$ cat config.mk
export PLATFORM = sky130hd
export DESIGN_NAME = msdf_otf_conv
export DESIGN_NICKNAME = d
export VERILOG_FILES = /design/src/rtl/msdf_pkg.sv /design/src/rtl/msdf_otf_step.sv /design/src/rtl/msdf_otf_conv.sv
export SDC_FILE = /design/constraint.sdc
export NUM_CORES = 1
export LEC_CHECK = 0
export BUFFER_PORTS_ARGS = -buffer_cell sky130_fd_sc_hd__buf_2
export CORE_ASPECT_RATIO = 0.6
export CORE_MARGIN = 1
export CORE_UTILIZATION = 35
export DETAILED_ROUTE_END_ITERATION = 6
export SYNTH_ARGS = -nofsm -noshare
export SYNTH_HDL_FRONTEND = slang
export SYNTH_HIERARCHICAL = 1
export SYNTH_SLANG_ARGS = --single-unit
$ cat constraint.sdc
create_clock -name clk -period 1.65 [get_ports clk]
set_input_delay 0.33 -clock clk [delete_from_list [all_inputs] [get_ports clk]]
set_output_delay 0.33 -clock clk [all_outputs]
set_load 0.02 [all_outputs]
$ cat src/rtl/msdf_pkg.sv
// Shared types and helpers for the MSDF receive-side converter.
package msdf_pkg;

  typedef enum logic [1:0] {SKIP_S, CONV, DONE} state_t;

  function automatic int digit_width(input int radix);
    return $clog2(radix) + 1;
  endfunction

  // True for the unused -RADIX code, or for any non-zero digit seen during the skip phase.
  function automatic logic digit_bad(input int p, input int radix, input logic skip_phase);
    return (p == -radix) || (skip_phase && (p != 0));
  endfunction

endpackage

$ cat src/rtl/msdf_otf_step.sv
// One on-the-fly conversion step: next Q/QM from the current pair and one signed digit.
module msdf_otf_step
  import msdf_pkg::*;
#(
  parameter int RADIX = 4,
  parameter int N     = 9,
  localparam int B    = $clog2(RADIX),
  localparam int D    = digit_width(RADIX)
) (
  input  logic [N-1:0]        q,
  input  logic [N-1:0]        qm,
  input  logic signed [D-1:0] p,
  output logic [N-1:0]        q_next,
  output logic [N-1:0]        qm_next
);

  logic [D-1:0] p_m1;
  logic         p_neg;
  logic         p_pos;

  assign p_m1  = p - D'(1);
  assign p_neg = p[D-1];
  assign p_pos = !p_neg && (p != '0);

  // RADIX is 2^B, so RADIX+p and RADIX-1+p share their low B bits with p and p-1.
  assign q_next  = p_neg  ? {qm[N-B-1:0], p[B-1:0]}    : {q[N-B-1:0], p[B-1:0]};
  assign qm_next = !p_pos ? {qm[N-B-1:0], p_m1[B-1:0]} : {q[N-B-1:0], p_m1[B-1:0]};

endmodule

$ cat src/rtl/msdf_otf_conv.sv
// MSDF product-stream receiver: drops the online-delay digits and converts the rest on the fly.
// Optional digit checking is built when MSDF_OTF_CHECK_EN is defined.
module msdf_otf_conv
  import msdf_pkg::*;
#(
  parameter int RADIX = 4,
  parameter int WIDTH = 8,
  parameter int SKIP  = 3,
  localparam int B    = $clog2(RADIX),
  localparam int D    = digit_width(RADIX),
  localparam int N    = WIDTH * B + 1
) (
  input  logic                clk,
  input  logic                reset_n,
  input  logic                in_valid,
  output logic                in_ready,
  input  logic signed [D-1:0] in_digit,
  output logic                out_valid,
  input  logic                out_ready,
  output logic [N-1:0]        out_value,
  output logic                out_err
);

  localparam int     CMAX  = (SKIP > WIDTH) ? SKIP : WIDTH;
  localparam int     CW    = (CMAX < 2) ? 1 : $clog2(CMAX);
  localparam state_t START = (SKIP == 0) ? CONV : SKIP_S;

  state_t        state;
  logic [CW-1:0] cnt;
  logic [N-1:0]  q, qm, q_next, qm_next;
  logic          accept, skip_last, word_done, handshake;

  msdf_otf_step #(.RADIX(RADIX), .N(N)) u_step (
    .q       (q),
    .qm      (qm),
    .p       (in_digit),
    .q_next  (q_next),
    .qm_next (qm_next)
  );

  assign in_ready  = (state != DONE);
  assign accept    = in_valid && in_ready;
  assign skip_last = (cnt == CW'(SKIP - 1));
  assign word_done = accept && (state == CONV) && (cnt == CW'(WIDTH - 1));
  assign handshake = (state == DONE) && out_valid && out_ready;

  always_ff @(posedge clk) begin
    if (!reset_n) begin
      state     <= START;
      cnt       <= '0;
      q         <= '0;
      qm        <= '1;
      out_valid <= 1'b0;
      out_value <= '0;
    end else begin
      case (state)
        SKIP_S: if (accept) begin
          if (skip_last) begin
            cnt   <= '0;
            state <= CONV;
          end else begin
            cnt <= cnt + CW'(1);
          end
        end
        CONV: if (accept) begin
          if (word_done) begin
            out_value <= q_next;
            out_valid <= 1'b1;
            q         <= '0;
            qm        <= '1;
            cnt       <= '0;
            state     <= DONE;
          end else begin
            q   <= q_next;
            qm  <= qm_next;
            cnt <= cnt + CW'(1);
          end
        end
        DONE: if (handshake) begin
          out_valid <= 1'b0;
          state     <= START;
        end
        default: state <= START;
      endcase
    end
  end

`ifdef MSDF_OTF_CHECK_EN
  logic err_acc, err_reg, digit_err;

  assign digit_err = digit_bad(int'(in_digit), RADIX, state == SKIP_S);
  assign out_err   = err_reg;

  // err_acc gathers the word in flight; err_reg is the flag travelling with out_value.
  always_ff @(posedge clk) begin
    if (!reset_n) begin
      err_acc <= 1'b0;
      err_reg <= 1'b0;
    end else begin
      if (word_done) begin
        err_reg <= err_acc || digit_err;
        err_acc <= 1'b0;
      end else if (accept) begin
        err_acc <= err_acc || digit_err;
      end
      if (handshake) err_reg <= 1'b0;
    end
  end
`else
  assign out_err = 1'b0;
`endif

endmodule

; ---- Word level (Yosys, flattened, before mapping)
; Index checks and enable logic that the tools add are counted.
[totals]
word_cells = 53
reg_bits = 53
out_inout_bits = 20
[op_classes]
add_sub_neg = 2
n_eq_ne = 10
muxes = 19
reduce_logical = 16
[op_table]
columns = op, n
row1 = $mux W15, 3
row2 = $mux W17, 1
row3 = $mux W3, 4
row4 = $ne A2 B2 Y1 const B, 6
row5 = $mux W2, 5
row6 = $logic_and A1 B1 Y1, 6
row7 = $pmux W2 S3, 1
row8 = $pmux W3 S2, 1
row9 = $reduce_and A3 Y1, 2
row10 = $reduce_and A5 Y1, 1
row11 = $reduce_and A4 Y1, 1
row12 = $reduce_bool A2 Y1, 2
row13 = $add A3 B1 Y3 const B, 1
row14 = $eq A3 B2 Y1 const B, 1
row15 = $eq A3 B3 Y1 const B, 1
row16 = $mux W1, 3
row17 = $reduce_bool A3 Y1, 1
row18 = $eq A2 B1 Y1 const B, 1
row19 = $eq A2 B2 Y1 const B, 1
row20 = $logic_not A2 Y1, 1
row21 = $pmux W1 S2, 1
row22 = $reduce_and A2 Y1, 1
row23 = $sub A2 B2 Y2 const B, 1
row24 = $logic_not A1 Y1, 1

; ---- Longest topological paths before layout
[logic_depth]
word_depth = 7
mapped_depth = 7
depth_no_buf = 6

; ---- By module
; The synthesis kept the hierarchy.
[by_module_without_submodules]
columns = module, seq_area_each_um2, area_per_inst_um2, cells_per_inst, n_inst
row1 = msdf_otf_conv, 1141.1, 2205.9, 263, 1
row2 = msdf_otf_step, 0.0, 473.0, 40, 1

; ---- Worst setup path after synthesis
; No wires, ideal clock.
[synth_path]
path_type = input -> register
startpoint = input port in_digit[0]
endpoint = register qm[3]
t_arrival_ps = 1428
setup_ps = 130
path_slack_ps = 92
t_required_ps = 1520
stages = 7
n_path_buf = 1
path_cell_list = inv_1 -> ha_1 -> nor2_8 -> buf_12 -> mux2_4 -> nor3_1 -> o21ai_1
[synth_via]
elab_chain_cells = 4
[synth_lines]
columns = element, line_no
row1 = from (decl), msdf_otf_conv.sv:17  ; input logic signed [D-1:0] in_digit,
row2 = $reduce_bool A3 Y1, msdf_otf_step.sv:23  ; assign p_pos = !p_neg && (p != '0);
row3 = $logic_and A1 B1 Y1, msdf_otf_step.sv:23
row4 = $mux W15, msdf_otf_step.sv:27  ; assign qm_next = !p_pos ? {qm[N-B-1:0], p_m1[B-1:0]} : {q[N-B-1:0], p_m1[B-1:0]};
row5 = net qm_next[3], msdf_otf_conv.sv:30  ; logic [N-1:0] q, qm, q_next, qm_next;
row6 = $mux W15, msdf_otf_conv.sv:66  ; if (word_done) begin
row7 = to (signal assigned), msdf_otf_conv.sv:75  ; qm <= qm_next;
row8 = to (decl), msdf_otf_conv.sv:30
; The timed path passes the listed nets, and every way through them passes these cells.
; A chain may end at the register's enable or synchronous reset.

; ---- Final worst setup path
[layout_path]
startpoint = register state[0]
endpoint = output port in_ready
[layout_via]
elab_chain_cells = 1
[layout_lines]
columns = element, line_no
row1 = from (decl), msdf_otf_conv.sv:28  ; state_t state;
row2 = from (signal assigned), msdf_otf_conv.sv:49  ; state <= START;
row3 = from (signal assigned), msdf_otf_conv.sv:60  ; state <= CONV;
row4 = from (signal assigned), msdf_otf_conv.sv:72  ; state <= DONE;
row5 = $ne A2 B2 Y1, msdf_otf_conv.sv:41  ; assign in_ready = (state != DONE);
row6 = to (decl), msdf_otf_conv.sv:16  ; output logic in_ready,
; Every way passes these cells.

==> impl_metrics.yaml <==
final_layout:
  final_area_um2: 2870
  drive_gt1_frac: 0.256
  antenna_cells: 0
  fin_util: 0.421
  nets: 315
  areaGrowthSynthToFinish_pct: 14.1
  fin_cells: 392
route:
  wl_per_cell_um: 14.4
  dr.pass1.iters: 4
  ant_nets: 0
  drt_drc_violations_left: 0
  vias_per_cell: 5.02
  drt_iter0_drc: 138
  vias: 1968
  totalWireLength_um: 5660
global_route:
  antenna_found_initial: 0
  grt_pass1_vias: 1891
  grt_max_degree: 31
  overflow: 0
  grt_pass1_wl_um: 9660
  grt_util_all_layers: 0.165
clock_network:
  cts_made_buffers: 5
  clkSlewWorstSetupHoldPaths_ps: 70
  cts_hold_buf: 0
  h-tree-depth: 2
  root_buffer: "clkbuf_16"
  clock_latency_ps: 290
  cts_tree: "done"
  cts.sinks: 53
  cts_max_path_buffers: 2
floorplanning:
  die_y_um: 67.7
  die_w_um: 111
  die_area_um2: 7540
  core-area_um2: 6820
  ios: 27
  start_util: 0.369
  fp-row-count: 23
worst_setup_path:
  cp-end-kind: "output port"
  required_ps: 1320
  reg2reg_slack_ps: 160
  start_kind: "flip-flop"
  crit_fanout: 9
  crit_arrival_ps: 1190
  critical_path_class: "flip-flop to output port"
synth:
  yosys_warnings: 6
  syn_nets: 296
  syn_area_um2: 2520
  avgSynthCellArea_um2: 8.83
  syn_inst: 285
hold_path:
  worstHoldPathType: "primary input to flip-flop"
timing:
  clock_skew_ps: 6.41
  hold_violations: 0
  post-route-period-util: 0.921
  slew_violations: 0
  rsz0062_at_grt: "no"
  setup_viol: 0
  timing.final.crit_period_ps: 1520
  fmax_mhz: 658
pwr:
  vdd_drop_max_mv: 0.423
  p_total_mw: 2.63
  powerDensity_nw_per_um2: 916
  p_leak_nw: 1.16
status:
  status: "complete, no violations"
placed_design:
  placed_cell_area_um2: 2700
  gp_congestion: 0.740
  dp.cells: 384
  io_buffers: 25
  hpwlAfterDp_um: 3690
run:
  drv_cap: 0
==> placed cells by master (no fill, tap or decap), drive strengths merged, types with 2 or more instances in the layout <==
cell    count
dfxtp      53
o32ai       2
nor3       15
mux2       28
o21ai      15
a21oi      33
inv         8
nand3b     16
ha          4
nand2      55
buf        39
nor2       17
nand2b      2
o22ai       2
clkbuf      6
==> metal layers <==
metal  GRT usage  up-vias  routed length (um)
met4      0.0507        0                  58
met2       0.237       45                2130
met1       0.244      917                3230
met5           0        -                   0
met3      0.0368        8                 250
li1            -      998                   -
==> power breakdown <==
group	leakage (nW)	internal [mW]	total, mW	switching (mW)
Sequential	0.428	1.29	1.31	0.0140
Combinational	0.662	0.115	0.227	0.112
Clock	0.0735	0.610	1.10	0.486
Total	1.16	2.02	2.63	0.612
==> what timing repair did <==
item	CTS	global route
resized for setup	2	1
buffers inserted	0	0
pin swaps	0	0
setup endpoints to repair	18	3
==> critical path, stage by stage (launching register included) <==
cell	delay [ps]
dfxtp_1	510
nand2b_1	210
buf_2	180
==> state kept, by name (all words and copies together), names as in the netlist <==
register	cells
out_value	17
out_valid	1
qm	15
cnt	3
state	2
q	15
==> metrics by stage <==
stage | hold WS [ps] | setup WS [ps] | TNS [ps]
finish | 336 | 130 | 0
global route | 369 | 27.3 | 0
floorplan | 429 | 115 | 0
CTS | 335 | 137 | 0
global placement | 436 | -37.2 | -271
detailed placement | 446 | -78.6 | -804
==> cell type report <==
type                       count  area (um^2)
sequential                    53         1060
clock inverter                 2         16.3
fill                         666         3950
inverter                       7         26.3
clock buffer                   6          139
timing repair buffer          39          268
tap                           87          109
multi-input combinational    198         1250
==> worst paths after layout <==
kind                        end  depth (start not counted)          from
setup / recovery       in_ready                          2      state[0]
hold / removal         state[1]                          4     out_ready
setup reg to reg  out_value[14]                          6        cnt[0]
hold reg to reg    out_value[5]                          2  out_value[5]
No activity file was read; power rests on OpenSTA's default activity.
